[src/rtl/ysyx_2022040010_mem_arb_pkg.sv]
`default_nettype none
// +----------------------------------------------------------------------+
// | ysyx_2022040010_mem_arb_pkg                                          |
// | Shared types and constants for the fetch/load-store memory arbiter.  |
// | Revision: 1.0                                                        |
// +----------------------------------------------------------------------+
package ysyx_2022040010_mem_arb_pkg;

  localparam int ADDR_BUS_W = 64;
  localparam int REG_BUS_W  = 64;
  localparam int MASK_W     = 8;

  localparam logic [1:0] STARVE_MAX = 2'd3;

  // Bit positions inside the one-hot grant vector
  localparam int GNT_IF  = 0;
  localparam int GNT_MEM = 1;

  typedef enum logic [1:0] {
    ST_IDLE  = 2'd0,
    ST_ISSUE = 2'd1,
    ST_WAIT  = 2'd2
  } arb_state_e;

  typedef enum logic {
    OWN_IF  = 1'b0,
    OWN_MEM = 1'b1
  } arb_owner_e;

  typedef struct packed {
    logic                  we;
    logic [ADDR_BUS_W-1:0] addr;
    logic [REG_BUS_W-1:0]  wdata;
    logic [MASK_W-1:0]     wmask;
  } bus_req_t;

  function automatic logic [1:0] starve_next(input logic [1:0] cnt);
    return (cnt == STARVE_MAX) ? cnt : cnt + 2'd1;
  endfunction

endpackage
`default_nettype wire

[src/rtl/ysyx_2022040010_arb_pick.sv]
`default_nettype none
// +----------------------------------------------------------------------+
// | ysyx_2022040010_arb_pick                                             |
// | Combinational grant selection: MEM first unless IF has starved.      |
// | Revision: 1.0                                                        |
// +----------------------------------------------------------------------+
module ysyx_2022040010_arb_pick
  import ysyx_2022040010_mem_arb_pkg::*;
(
  input  logic       i_if_valid,
  input  logic       i_mem_valid,
  input  logic [1:0] i_starve_cnt,
  output logic [1:0] o_grant
);

  always_comb begin
    o_grant = 2'b00;
    if (i_if_valid && (!i_mem_valid || (i_starve_cnt == STARVE_MAX))) begin
      o_grant[GNT_IF] = 1'b1;
    end else if (i_mem_valid) begin
      o_grant[GNT_MEM] = 1'b1;
    end
  end

endmodule
`default_nettype wire

[src/rtl/ysyx_2022040010_mem_arb.sv]
`default_nettype none
// +----------------------------------------------------------------------+
// | ysyx_2022040010_mem_arb                                              |
// | Arbitrates fetch and load/store onto one memory port, one in flight. |
// | Revision: 1.0                                                        |
// +----------------------------------------------------------------------+
module ysyx_2022040010_mem_arb
  import ysyx_2022040010_mem_arb_pkg::*;
(
  input  logic                  clk,
  input  logic                  rst,

  input  logic                  if_req_valid,
  input  logic [ADDR_BUS_W-1:0] if_req_addr,
  output logic                  if_req_ready,
  output logic                  if_resp_valid,
  output logic [REG_BUS_W-1:0]  if_resp_data,

  input  logic                  mem_req_valid,
  input  logic                  mem_req_we,
  input  logic [ADDR_BUS_W-1:0] mem_req_addr,
  input  logic [REG_BUS_W-1:0]  mem_req_wdata,
  input  logic [MASK_W-1:0]     mem_req_wmask,
  output logic                  mem_req_ready,
  output logic                  mem_resp_valid,
  output logic [REG_BUS_W-1:0]  mem_resp_data,

  output logic                  bus_req_valid,
  output logic                  bus_req_we,
  output logic [ADDR_BUS_W-1:0] bus_req_addr,
  output logic [REG_BUS_W-1:0]  bus_req_wdata,
  output logic [MASK_W-1:0]     bus_req_wmask,
  input  logic                  bus_req_ready,
  input  logic                  bus_resp_valid,
  input  logic [REG_BUS_W-1:0]  bus_resp_data,

  output logic                  stall_req
);

  arb_state_e r_state;
  arb_owner_e r_owner;
  bus_req_t   r_req;
  logic [1:0] r_starve_cnt;

  logic [1:0] w_grant;
  logic       w_idle;
  logic       w_issue;
  logic       w_resp;
  logic       w_if_gnt;
  logic       w_mem_gnt;

  ysyx_2022040010_arb_pick u_pick (
    .i_if_valid   (if_req_valid),
    .i_mem_valid  (mem_req_valid),
    .i_starve_cnt (r_starve_cnt),
    .o_grant      (w_grant)
  );

  // Everything is qualified with ~rst so a reset cycle never hands out a
  // grant or a response that the latched state would then forget.
  assign w_idle    = (r_state == ST_IDLE)  && !rst;
  assign w_issue   = (r_state == ST_ISSUE) && !rst;
  assign w_resp    = (r_state == ST_WAIT)  && !rst && bus_resp_valid;
  assign w_if_gnt  = w_idle && w_grant[GNT_IF];
  assign w_mem_gnt = w_idle && w_grant[GNT_MEM];

  always_ff @(posedge clk) begin
    if (rst) begin
      r_state      <= ST_IDLE;
      r_owner      <= OWN_IF;
      r_req        <= '0;
      r_starve_cnt <= 2'd0;
    end else begin
      case (r_state)
        ST_IDLE: begin
          if (w_if_gnt) begin
            r_owner       <= OWN_IF;
            r_req.we      <= 1'b0;
            r_req.addr    <= if_req_addr;
            r_req.wdata   <= '0;
            r_req.wmask   <= '0;
            r_starve_cnt  <= 2'd0;
            r_state       <= ST_ISSUE;
          end else if (w_mem_gnt) begin
            r_owner       <= OWN_MEM;
            r_req.we      <= mem_req_we;
            r_req.addr    <= mem_req_addr;
            r_req.wdata   <= mem_req_wdata;
            r_req.wmask   <= mem_req_wmask;
            if (if_req_valid) begin
              r_starve_cnt <= starve_next(r_starve_cnt);
            end
            r_state       <= ST_ISSUE;
          end
        end
        ST_ISSUE: begin
          if (bus_req_ready) begin
            r_state <= ST_WAIT;
          end
        end
        ST_WAIT: begin
          if (bus_resp_valid) begin
            r_state <= ST_IDLE;
          end
        end
        default: r_state <= ST_IDLE;
      endcase
    end
  end

  assign if_req_ready  = w_if_gnt;
  assign mem_req_ready = w_mem_gnt;

  assign bus_req_valid = w_issue;
  assign bus_req_we    = w_issue ? r_req.we    : 1'b0;
  assign bus_req_addr  = w_issue ? r_req.addr  : '0;
  assign bus_req_wdata = w_issue ? r_req.wdata : '0;
  assign bus_req_wmask = w_issue ? r_req.wmask : '0;

  assign if_resp_valid  = w_resp && (r_owner == OWN_IF);
  assign mem_resp_valid = w_resp && (r_owner == OWN_MEM);
  assign if_resp_data   = if_resp_valid  ? bus_resp_data : '0;
  assign mem_resp_data  = mem_resp_valid ? bus_resp_data : '0;

  assign stall_req = !rst && ((r_state != ST_IDLE)
                   || (if_req_valid  && !if_req_ready)
                   || (mem_req_valid && !mem_req_ready));

endmodule
`default_nettype wire

[config.mk]
export PLATFORM = sky130hd
export DESIGN_NAME = ysyx_2022040010_mem_arb
export DESIGN_NICKNAME = d
export VERILOG_FILES = /design/src/rtl/ysyx_2022040010_mem_arb_pkg.sv /design/src/rtl/ysyx_2022040010_arb_pick.sv /design/src/rtl/ysyx_2022040010_mem_arb.sv
export SDC_FILE = /design/constraint.sdc
export NUM_CORES = 1
export LEC_CHECK = 0
export CORE_AREA = 3 3 211 213
export DETAILED_ROUTE_END_ITERATION = 6
export DIE_AREA = 0 0 214 216
export GPL_TIMING_DRIVEN = 1
export PLACE_DENSITY = 0.51
export SETUP_SLACK_MARGIN = 0.5
export SLEW_MARGIN = 20
export SYNTH_ARGS = -nofsm -noshare
export SYNTH_HDL_FRONTEND = slang
export SYNTH_SLANG_ARGS = --single-unit
export TNS_END_PERCENT = 30
[constraint.sdc]
create_clock -name clk -period 1.73 [get_ports clk]
set_input_delay 0.2595 -clock clk [delete_from_list [all_inputs] [get_ports clk]]
set_output_delay 0.2595 -clock clk [all_outputs]
set_load 0.1 [all_outputs]
======== Word level (Yosys, flattened, before mapping) ========
Cells that the tools add are included.
W data, S select, Z words.
cells by class
  reduce and logical (&&, ||, !) cells .... 26
  muxes and demuxes ....................... 22
  $add $sub $neg .......................... 1
  bitwise logic cells ..................... 1
  eq/ne operators ......................... 7
operators with widths
  cell                   number
  $mux W137              2
  $mux W64               4
  $mux W2                8
  $logic_and A1 B1 Y1    12
  $mux W8                1
  $mux W1                6
  $ne A2 B2 Y1 const B   3
  $pmux W2 S3            1
  $reduce_bool A2 Y1     3
  $eq A2 B2 Y1 const B   2
  $logic_not A1 Y1       4
  $reduce_and A4 Y1      1
  $logic_or A1 B1 Y1     3
  $ne A3 B3 Y1 const B   1
  $reduce_and A3 Y1      1
  $add A2 B1 Y2 const B  1
  $eq A2 B1 Y1 const B   1
  $logic_not A2 Y1       1
  $reduce_and A2 Y1      1
  $not A1 Y1             1
word-level totals
  register bits after elaboration ......... 142
  input bits .............................. 271
  word-level logic and storage cells ...... 64
  output and inout bits ................... 271

======== Longest topological paths before layout ========
Gate-level depths: netlist of run 1.
  depth in word-level cells ............... 10
  gate-level depth with buffers ........... 7

======== Cells and area by module ========
From an unflattened synthesis of run 1, not the netlist that was laid out.
unflattened totals
  cells, all modules ...................... 792
  area, all modules ....................... 6,832.8 um^2
by module, submodules not included
  module                    times used  cells an instance  area each (um^2)
  ysyx_2022040010_mem_arb   1           788                6,811.5
  ysyx_2022040010_arb_pick  1           4                  21.3

======== Worst setup path before layout of run 1 ========
No wires, ideal clock.
  path type ............................... flip-flop to output port
  start point ............................. reg r_state[1]
  end point ............................... out if_req_ready
  setup slack ............................. -1,845 ps
  cell stages (with the launch flop) ...... 7
  arrival ................................. 3,316 ps
  cells stage by stage .................... dfxtp_1 -> buf_6 -> or3b_1 -> buf_2 -> buf_6 -> clkbuf_1 -> nor3_1
between the ends
  cells in the longest elaborated chain, start to end .. 3
RTL lines
  item                      RTL line                       text
  start: declaration        ysyx_2022040010_mem_arb.sv:40  arb_state_e r_state;
  start signal: assignment  ysyx_2022040010_mem_arb.sv:69  r_state <= ST_IDLE;
  start signal: assignment  ysyx_2022040010_mem_arb.sv:83  r_state <= ST_ISSUE;
  start signal: assignment  ysyx_2022040010_mem_arb.sv:93  r_state <= ST_ISSUE;
  $logic_not A2 Y1          ysyx_2022040010_mem_arb.sv:61  assign w_idle = (r_state == ST_IDLE) && !rst;
  $logic_and A1 B1 Y1       ysyx_2022040010_mem_arb.sv:61
  $logic_and A1 B1 Y1       ysyx_2022040010_mem_arb.sv:64  assign w_if_gnt = w_idle && w_grant[GNT_IF];
  end: declaration          ysyx_2022040010_mem_arb.sv:15  output logic if_req_ready,
No other way between the ends.

======== Worst setup path in the final report of run 1 ========
  start point ............................. reg r_state[0]
  end point ............................... out if_resp_data[11]
between the ends
  cells in the longest elaborated chain, start to end .. 5
RTL lines
  item                               RTL line                        text
  $eq A2 B2 Y1                       ysyx_2022040010_mem_arb.sv:63   assign w_resp = (r_state == ST_WAIT) && !rst && bus_resp_valid;
  $logic_and A1 B1 Y1 (2 in series)  ysyx_2022040010_mem_arb.sv:63
  $logic_and A1 B1 Y1                ysyx_2022040010_mem_arb.sv:120  assign if_resp_valid = w_resp && (r_owner == OWN_IF);
  $mux W64                           ysyx_2022040010_mem_arb.sv:122  assign if_resp_data = if_resp_valid ? bus_resp_data : '0;
  end: declaration                   ysyx_2022040010_mem_arb.sv:17   output logic [REG_BUS_W-1:0] if_resp_data,
No other way between the ends.

==> results by group, run 1 <==
Run status
  • Status: complete, but fails checks
  • Violated checks: setup timing

Run
  • Max-cap viol count: 0

GRT
  • Number of global-route vias before repair: 8,879
  • Global-route wire length before repair: 61,500 µm
  • Aggregate global-route resource usage: 17.8%
  • Grt total ovfl: 0
  • Initial antenna violation count: 10
  • Largest net degree at the start of global routing: 68

CTS
  • Worst-path clk slew: 0.07 ns
  • CTS sink cnt: 142
  • Cts bufs inserted: 17
  • Clock Latency Late Sink: 0.45 ns
  • CTS Root Cell: clkbuf_16
  • CTS tree: built
  • Level count of the clock H-tree: 4
  • Deepest clock path buffer count: 2

Synthesis
  • Sequential area share after synthesis: 39.0%
  • Unique cell type count in the Yosys netlist: 31
  • Top post-synthesis cells by area: dfxtp_1, and2_1, nor4_1, a22o_1, a21oi_1
  • Mapped cell area: 7280 µm²
  • #FFs+latches synth: 142
  • Yosys top cell by area: dfxtp_1
  • Synthesized net count: 1,150
  • Cells after synthesis: 878
  • Count leader, synth: and2_1
  • Syn avg cell area: 8.30 µm²
  • Ys async rst share: 0%
  • EDFF count, synth: 0
  • Ys flop type: dfxtp_1
  • Synth Warn #: 0
  • Synth cell count leaders: and2_1, dfxtp_1, nor4_1
  • Synth top area share: 39.0%

Critical path
  • RR Endpoint: r_req[24]
  • Cell Chain, Critical Path: nor3b_2 > and3b_2 > buf_12 > buf_12 > and2_4 > buf_12
  • Worst path bufs/invs: 3
  • Crit end category: primary output
  • Crit Path Max Fanout: 23
  • CP arrival: 1.87 ns
  • Worst path max stage delay: 0.36 ns
  • R2R depth: 7
  • Cell repeated most along the worst path: buf_12
  • Worst Setup Start Kind: flop
  • Critical path depth in cells: 6
  • Reg-to-reg slack, setup: 0.04 ns
  • Delay-heaviest family, CP: simple AND/OR/NAND/NOR gates
  • Crit path max-delay cell type: dfxtp_4
  • WP data required: 1.47 ns
  • FF-to-FF Start: r_state[0]
  • Kind of critical path: reg2out

STA
  • RSZ-0062 raised after global routing: yes
  • Hold_ws: 0.270 ns
  • Fin. max-slew vios: 0
  • TNS Setup: -95.69 ns
  • Worst setup margin: -0.402 ns
  • Final setup viols: 271
  • Min Tclk post-route: 2.13 ns
  • Fmax: 0.469 GHz
  • Endpoints failing hold: 0
  • Setup Skew: 0.0106 ns
  • Slew margin rel.: 74.6%
  • Crit share post-route: 123%
  • Worst-margin pin slew: 0.371 ns

Detailed routing
  • DR pass1 iterations: 4
  • First DRT Iteration DRCs: 302
  • DRC viols: 0
  • DR vias/cell: 4.40
  • Routed Antenna Nets: 0
  • WL/cell: 21.7 µm
  • WL final: 43,700 µm
  • Total vias in the final route: 8,867

Min path
  • Hold Crit Depth: 3
  • Worst Hold Class: in2reg
  • Hold EP: r_starve_cnt[0]
  • HP Start: rst

Finish
  • Layout area overhead: 153%
  • Nets: 1,684
  • Share of cells above drive strength 1: 49.1%
  • Post-layout instance area: 18,400 µm²
  • Layout Utilization: 42.9%
  • Final std cells w/o fill: 2,015

Floorplanning
  • Cell row count: 76
  • Die width: 214 µm
  • Die ar.: 46,200 µm²
  • Die height: 216 µm
  • Core box area: 42,900 µm²
  • Starting Density: 17.0%
  • I/O pins: 542

Placed design
  • Worst slack, placed: -0.342 ns
  • Port-buffer cells: 541
  • Placed cell area: 16,900 µm²
  • DP HPWL: 32,900 µm
  • Inst Count DP: 1,959
  • RePlAce Congestion: 0.798

Pwr
  • Peak VDD IR: 0.689 mV
  • Cell Int Power: 7.51 mW
  • PwrDens: 609 nW/µm²
  • Combinational Power Share: 31.1%
  • Design Power: 11.2 mW
  • Net Sw Frac: 33.0%
  • Clock Power Share: 35.5%
  • Flop pwr share: 33.3%
  • Static Leakage: 7.09 nW
  • Sw Pwr: 3.71 mW
-- layout by cell type, fill, tap and decap left out, drive strengths merged --
master,synthesis,final
a21oi,73,73
a21bo,1,1
nand3,3,3
nand4,1,1
nand3b,1,1
dfxtp,142,142
nor3,66,66
and3,1,1
nand2,4,4
or2,2,2
a21boi,1,1
a2111oi,1,1
nor4,126,126
clkdlybuf4s50,0,269
inv,1,5
and2,265,265
a22o,70,70
bufinv,0,3
nor2,4,4
diode,0,5
o21ai,3,3
nor3b,3,3
clkbuf,73,24
clkinv,0,4
and3b,1,1
or3b,2,2
nor2b,1,1
buf,31,343
clkinvlp,0,2
dlygate4sd3,0,2
a21o,1,1
ha,1,1
-- how the worst max path moves through the flow --
| stage | startpoint | endpoint | slack (ns) |
|---|---|---|---|
| global route | r_state[0] | if_resp_data[11] | -0.49 |
| finish | r_state[0] | if_resp_data[11] | -0.40 |
| global placement | bus_resp_valid | mem_resp_data[6] | -0.35 |
| detailed placement | bus_resp_valid | if_resp_data[3] | -0.34 |
| floorplan | r_state[1] | if_req_ready | -0.43 |
| CTS | r_state[0] | mem_resp_data[7] | -0.43 |
-- routing by layer --
| layer | up-vias | share of wire, % | GRT usage, % |
|---|---|---|---|
| met5 | - | 0.13 | 0 |
| met4 | 10 | 3.2 | 7.28 |
| met3 | 70 | 6.7 | 5.77 |
| met2 | 342 | 52 | 32.4 |
| met1 | 4236 | 38 | 18.9 |
| li1 | 4209 | - | - |
-- worst reg2reg max path, delay by kind of cell, from the launching register on --
kind / cells / cell delay, ns
simple gates: 2 / 0.44
buf+inv: 4 / 0.61
flops: 1 / 0.36
compound gates: 1 / 0.21
-- repair_timing --
action / CTS / global route
endpoints found under the setup margin: 412 / 412
endpoints found under the hold margin: 1 / 0
pin swaps: 38 / 91
gates resized for setup: 56 / 112
setup buffers: 7 / 2
gates cloned: 1 / 7
hold buffers: 2 / 0
-- registers in the layout (all words and copies together), names as in the netlist --
| name | cells |
|---|---|
| r_starve_cnt | 2 |
| r_state | 2 |
| r_owner | 1 |
| r_req | 137 |
-- area by class of cell --
cell class	count	area (µm²)
fill	4053	24500
clock inverter	13	183
timing repair buffer	619	9280
tap	585	732
inverter	1	3.75
sequential	142	2850
multi-input combinational	631	4920
clock buffer	19	433
antenna	5	12.5
-- power by group through the flow --
stage               Clock (mW)  Combinational [mW]  Sequential, mW
floorplan                    0                1.68            3.74
global placement             0                3.28            3.77
finish                    3.98                3.49            3.74
global route              4.22                3.68            3.77
detailed placement           0                3.29            3.79
CTS                       4.12                3.38            3.72
-- cells by family (layout without fill, tap and decap cells) --
group | Yosys count | after routing | share of synthesized area, %
DFF | 142 | 142 | 39.0
AOI/OAI and AO/OA | 150 | 150 | 14.1
other | 0 | 5 | 0
buffers and inverters | 105 | 652 | 6.58
adders and majority gates | 1 | 1 | 0.172
and+or+nand+nor | 480 | 480 | 40.1
Note: power is estimated with default switching activity, not from simulation.
==> run 2: changes to the inputs <==
Settings changed: ABC_AREA set to 0.
==> results of run 2 <==
Final layout, timing and power as in run 1 (identical DEF).
==> run 3: changes to the inputs <==
Settings changed: SKIP_CTS_REPAIR_TIMING set to 1.
==> run 3 against run 2 <==
Net effect:
- the flow still finishes with violations (setup timing)
- non-clock buffer count shrank 1
- worst setup slack gained 0.0013 ns
- die area is the same
- core utilization shrank 0.22 points
- total power shrank 0.21%
- hold slack lost 0.24 ns
- clock-buffer cell count is the same
- first-iteration DRC count grew 1.3%
- global-route usage shrank 0.19 points
- final cell count is essentially flat
- clock power is essentially flat
- critical endpoint is now if_resp_data[62]
- largest power group unchanged
==> results by group, run 3 (same netlist as run 1, synthesis figures left out) <==
Critical path
  • Crit end category: primary output
  • Kind of critical path: reg2out
  • CP arrival: 1.87 ns (about the same)
  • Crit Path Max Fanout: 11 (-52%)
  • Worst Setup Start Kind: flop
  • WP data required: 1.47 ns (about the same)

Finish
  • Layout Utilization: 42.7% (-0.22 points)
  • Nets: 1,683 (-0.059%)
  • Most frequent cells in the layout: buf_12, clkdlybuf4s50_1, and2_4, dfxtp_1, nor4_1
  • Max reg flops: 137 (unchanged)
  • Top Registers: r_req (137), r_starve_cnt (2), r_state (2)
  • Share of cells above drive strength 1: 48.0% (-1.2 points)
  • Most flops, register: r_req
  • Layout area overhead: 151%
  • Commonest non-fill, non-tap cell in the layout: buf_12

CTS
  • Clock Latency Late Sink: 0.45 ns (about the same)
  • Cts bufs inserted: 17 (unchanged)
  • CTS tree: built
  • Deepest clock path buffer count: 2 (unchanged)
  • Level count of the clock H-tree: 4 (unchanged)
  • Worst-path clk slew: 0.06 ns (about the same)
  • CTS Root Cell: clkbuf_16
  • CTS sink cnt: 142 (unchanged)

Pwr
  • Sw Pwr: 3.68 mW (-0.82%)
  • Peak VDD IR: 0.686 mV (-0.38%)
  • Combinational Power Share: 31.0% (about the same)
  • PwrDens: 611 nW/µm² (+0.31%)
  • Static Leakage: 7.08 nW (-0.19%)
  • Cell Int Power: 7.51 mW (about the same)
  • Net Sw Frac: 32.8% (-0.20 points)
  • Clock Power Share: 35.6% (about the same)
  • Design Power: 11.2 mW (-0.21%)
  • Flop pwr share: 33.4% (about the same)

GRT
  • Aggregate global-route resource usage: 17.6% (-0.19 points)
  • Number of global-route vias before repair: 8,812 (-0.75%)
  • Global-route wire length before repair: 60,800 µm (-1.1%)
  • Initial antenna violation count: 9 (-1)
  • Grt total ovfl: 0 (unchanged)
  • Largest net degree at the start of global routing: 68 (unchanged)

Detailed routing
  • DR pass1 iterations: 4 (unchanged)
  • Total vias in the final route: 8,808 (-0.67%)
  • WL/cell: 21.6 µm (-0.24%)
  • DR vias/cell: 4.38 (-0.57%)
  • DRC viols: 0 (unchanged)
  • First DRT Iteration DRCs: 306 (+1.3%)
  • WL final: 43,500 µm (-0.34%)
  • Routed Antenna Nets: 0 (unchanged)

STA
  • Endpoints failing hold: 0 (unchanged)
  • Fmax: 0.469 GHz (about the same)
  • Crit share post-route: 123% (about the same)
  • Worst setup margin: -0.400 ns (+0.00130 ns)
  • Final setup viols: 271 (unchanged)
  • Min Tclk post-route: 2.13 ns (-0.00130 ns)
  • Setup Skew: 0.00755 ns (-0.00307 ns)
  • RSZ-0062 raised after global routing: yes
  • Fin. max-slew vios: 0 (unchanged)
  • Worst-margin pin slew: 0.410 ns (+0.0390 ns)
  • Slew margin rel.: 72.7% (-2.0 points)

Placed design
  • RePlAce Congestion: 0.798 (unchanged)
  • Port-buffer cells: 541 (unchanged)
  • DP HPWL: 32,900 µm (unchanged)

Floorplanning
  • Die ar.: 46,200 µm² (unchanged)
  • Die width: 214 µm (unchanged)
  • Cell row count: 76 (unchanged)
  • Die height: 216 µm (unchanged)
  • I/O pins: 542 (unchanged)
  • Core box area: 42,900 µm² (unchanged)
  • Starting Density: 17.0% (unchanged)

Min path
  • Worst Hold Class: in2reg

Run
  • Max-cap viol count: 0 (unchanged)

Run status
  • Violated checks: setup timing
  • Status: complete, but fails checks
run 3: cell types whose count changed in the layout (fill, tap and decap cells not counted), moves of 2 or more:
cell	change
nor3_1	+21
nor3_2	-10
buf_16	-3
dlygate4sd3_1	-2
nor3_4	-11
and2_4	+47
nor4_1	-2
buf_12	+5
buf_6	-3
nor4_2	+2
and2_2	-47
run 3: final timing paths:
check	startpoint	depth (start not counted)	slack [ns]	to
setup / recovery	r_state[0]	6	-0.40	if_resp_data[62]
hold / removal	rst	2	0.03	r_state[1]
setup reg to reg	r_state[0]	6	0.03	r_req[121]
hold reg to reg	r_req[62]	1	0.47	r_req[62]
run 3: worst max-delay path: stages, from the launching register on:
cell and delay [ns]:
dfxtp_4 0.36, nor3b_2 0.19, and3b_2 0.23, buf_4 0.15, clkbuf_16 0.16, and2_4 0.16
buf_12 0.17
run 3: stage by stage:
step	hold slack (ns)	cells	TNS [ns]	setup WS, ns	cell area [µm²]
detailed placement	0.446	1959	-63.07	-0.342	16900
global route	0.0259	2013	-117.54	-0.471	18300
finish	0.0346	2013	-95.02	-0.400	18300
floorplan	0.392	878	-34.16	-0.428	7960
global placement	0.443	1959	-61.77	-0.349	16900
CTS	-0.00885	1991	-118.77	-0.573	17600
run 3: metal layers:
metal	global-route usage, %	vias up	share of wire (%)
met4	7.64	10	3.5
met2	31.9	334	53
met1	18.6	4196	37
li1	-	4198	-
met5	0	-	0.14
met3	5.70	70	6.8
run 3: final cells by class:
| type | count | area [µm²] |
|---|---|---|
| inverters | 1 | 3.75 |
| diodes | 4 | 10.0 |
| repair buffers | 618 | 9280 |
| flip-flops and latches | 142 | 2850 |
| clock buffers | 19 | 433 |
| well taps | 585 | 732 |
| fillers | 4057 | 24600 |
| multi-input cells | 631 | 4820 |
| clock inverters | 13 | 183 |
run 3: power by group through the flow:
stage	clock (mW)	sequential, mW	combinational [mW]
6_report	3.98	3.74	3.47
5_1_grt	4.22	3.77	3.65
4_1_cts	4.12	3.72	3.30
3_5_place_dp	0	3.79	3.29
3_3_place_gp	0	3.77	3.28
2_1_floorplan	0	3.74	1.68
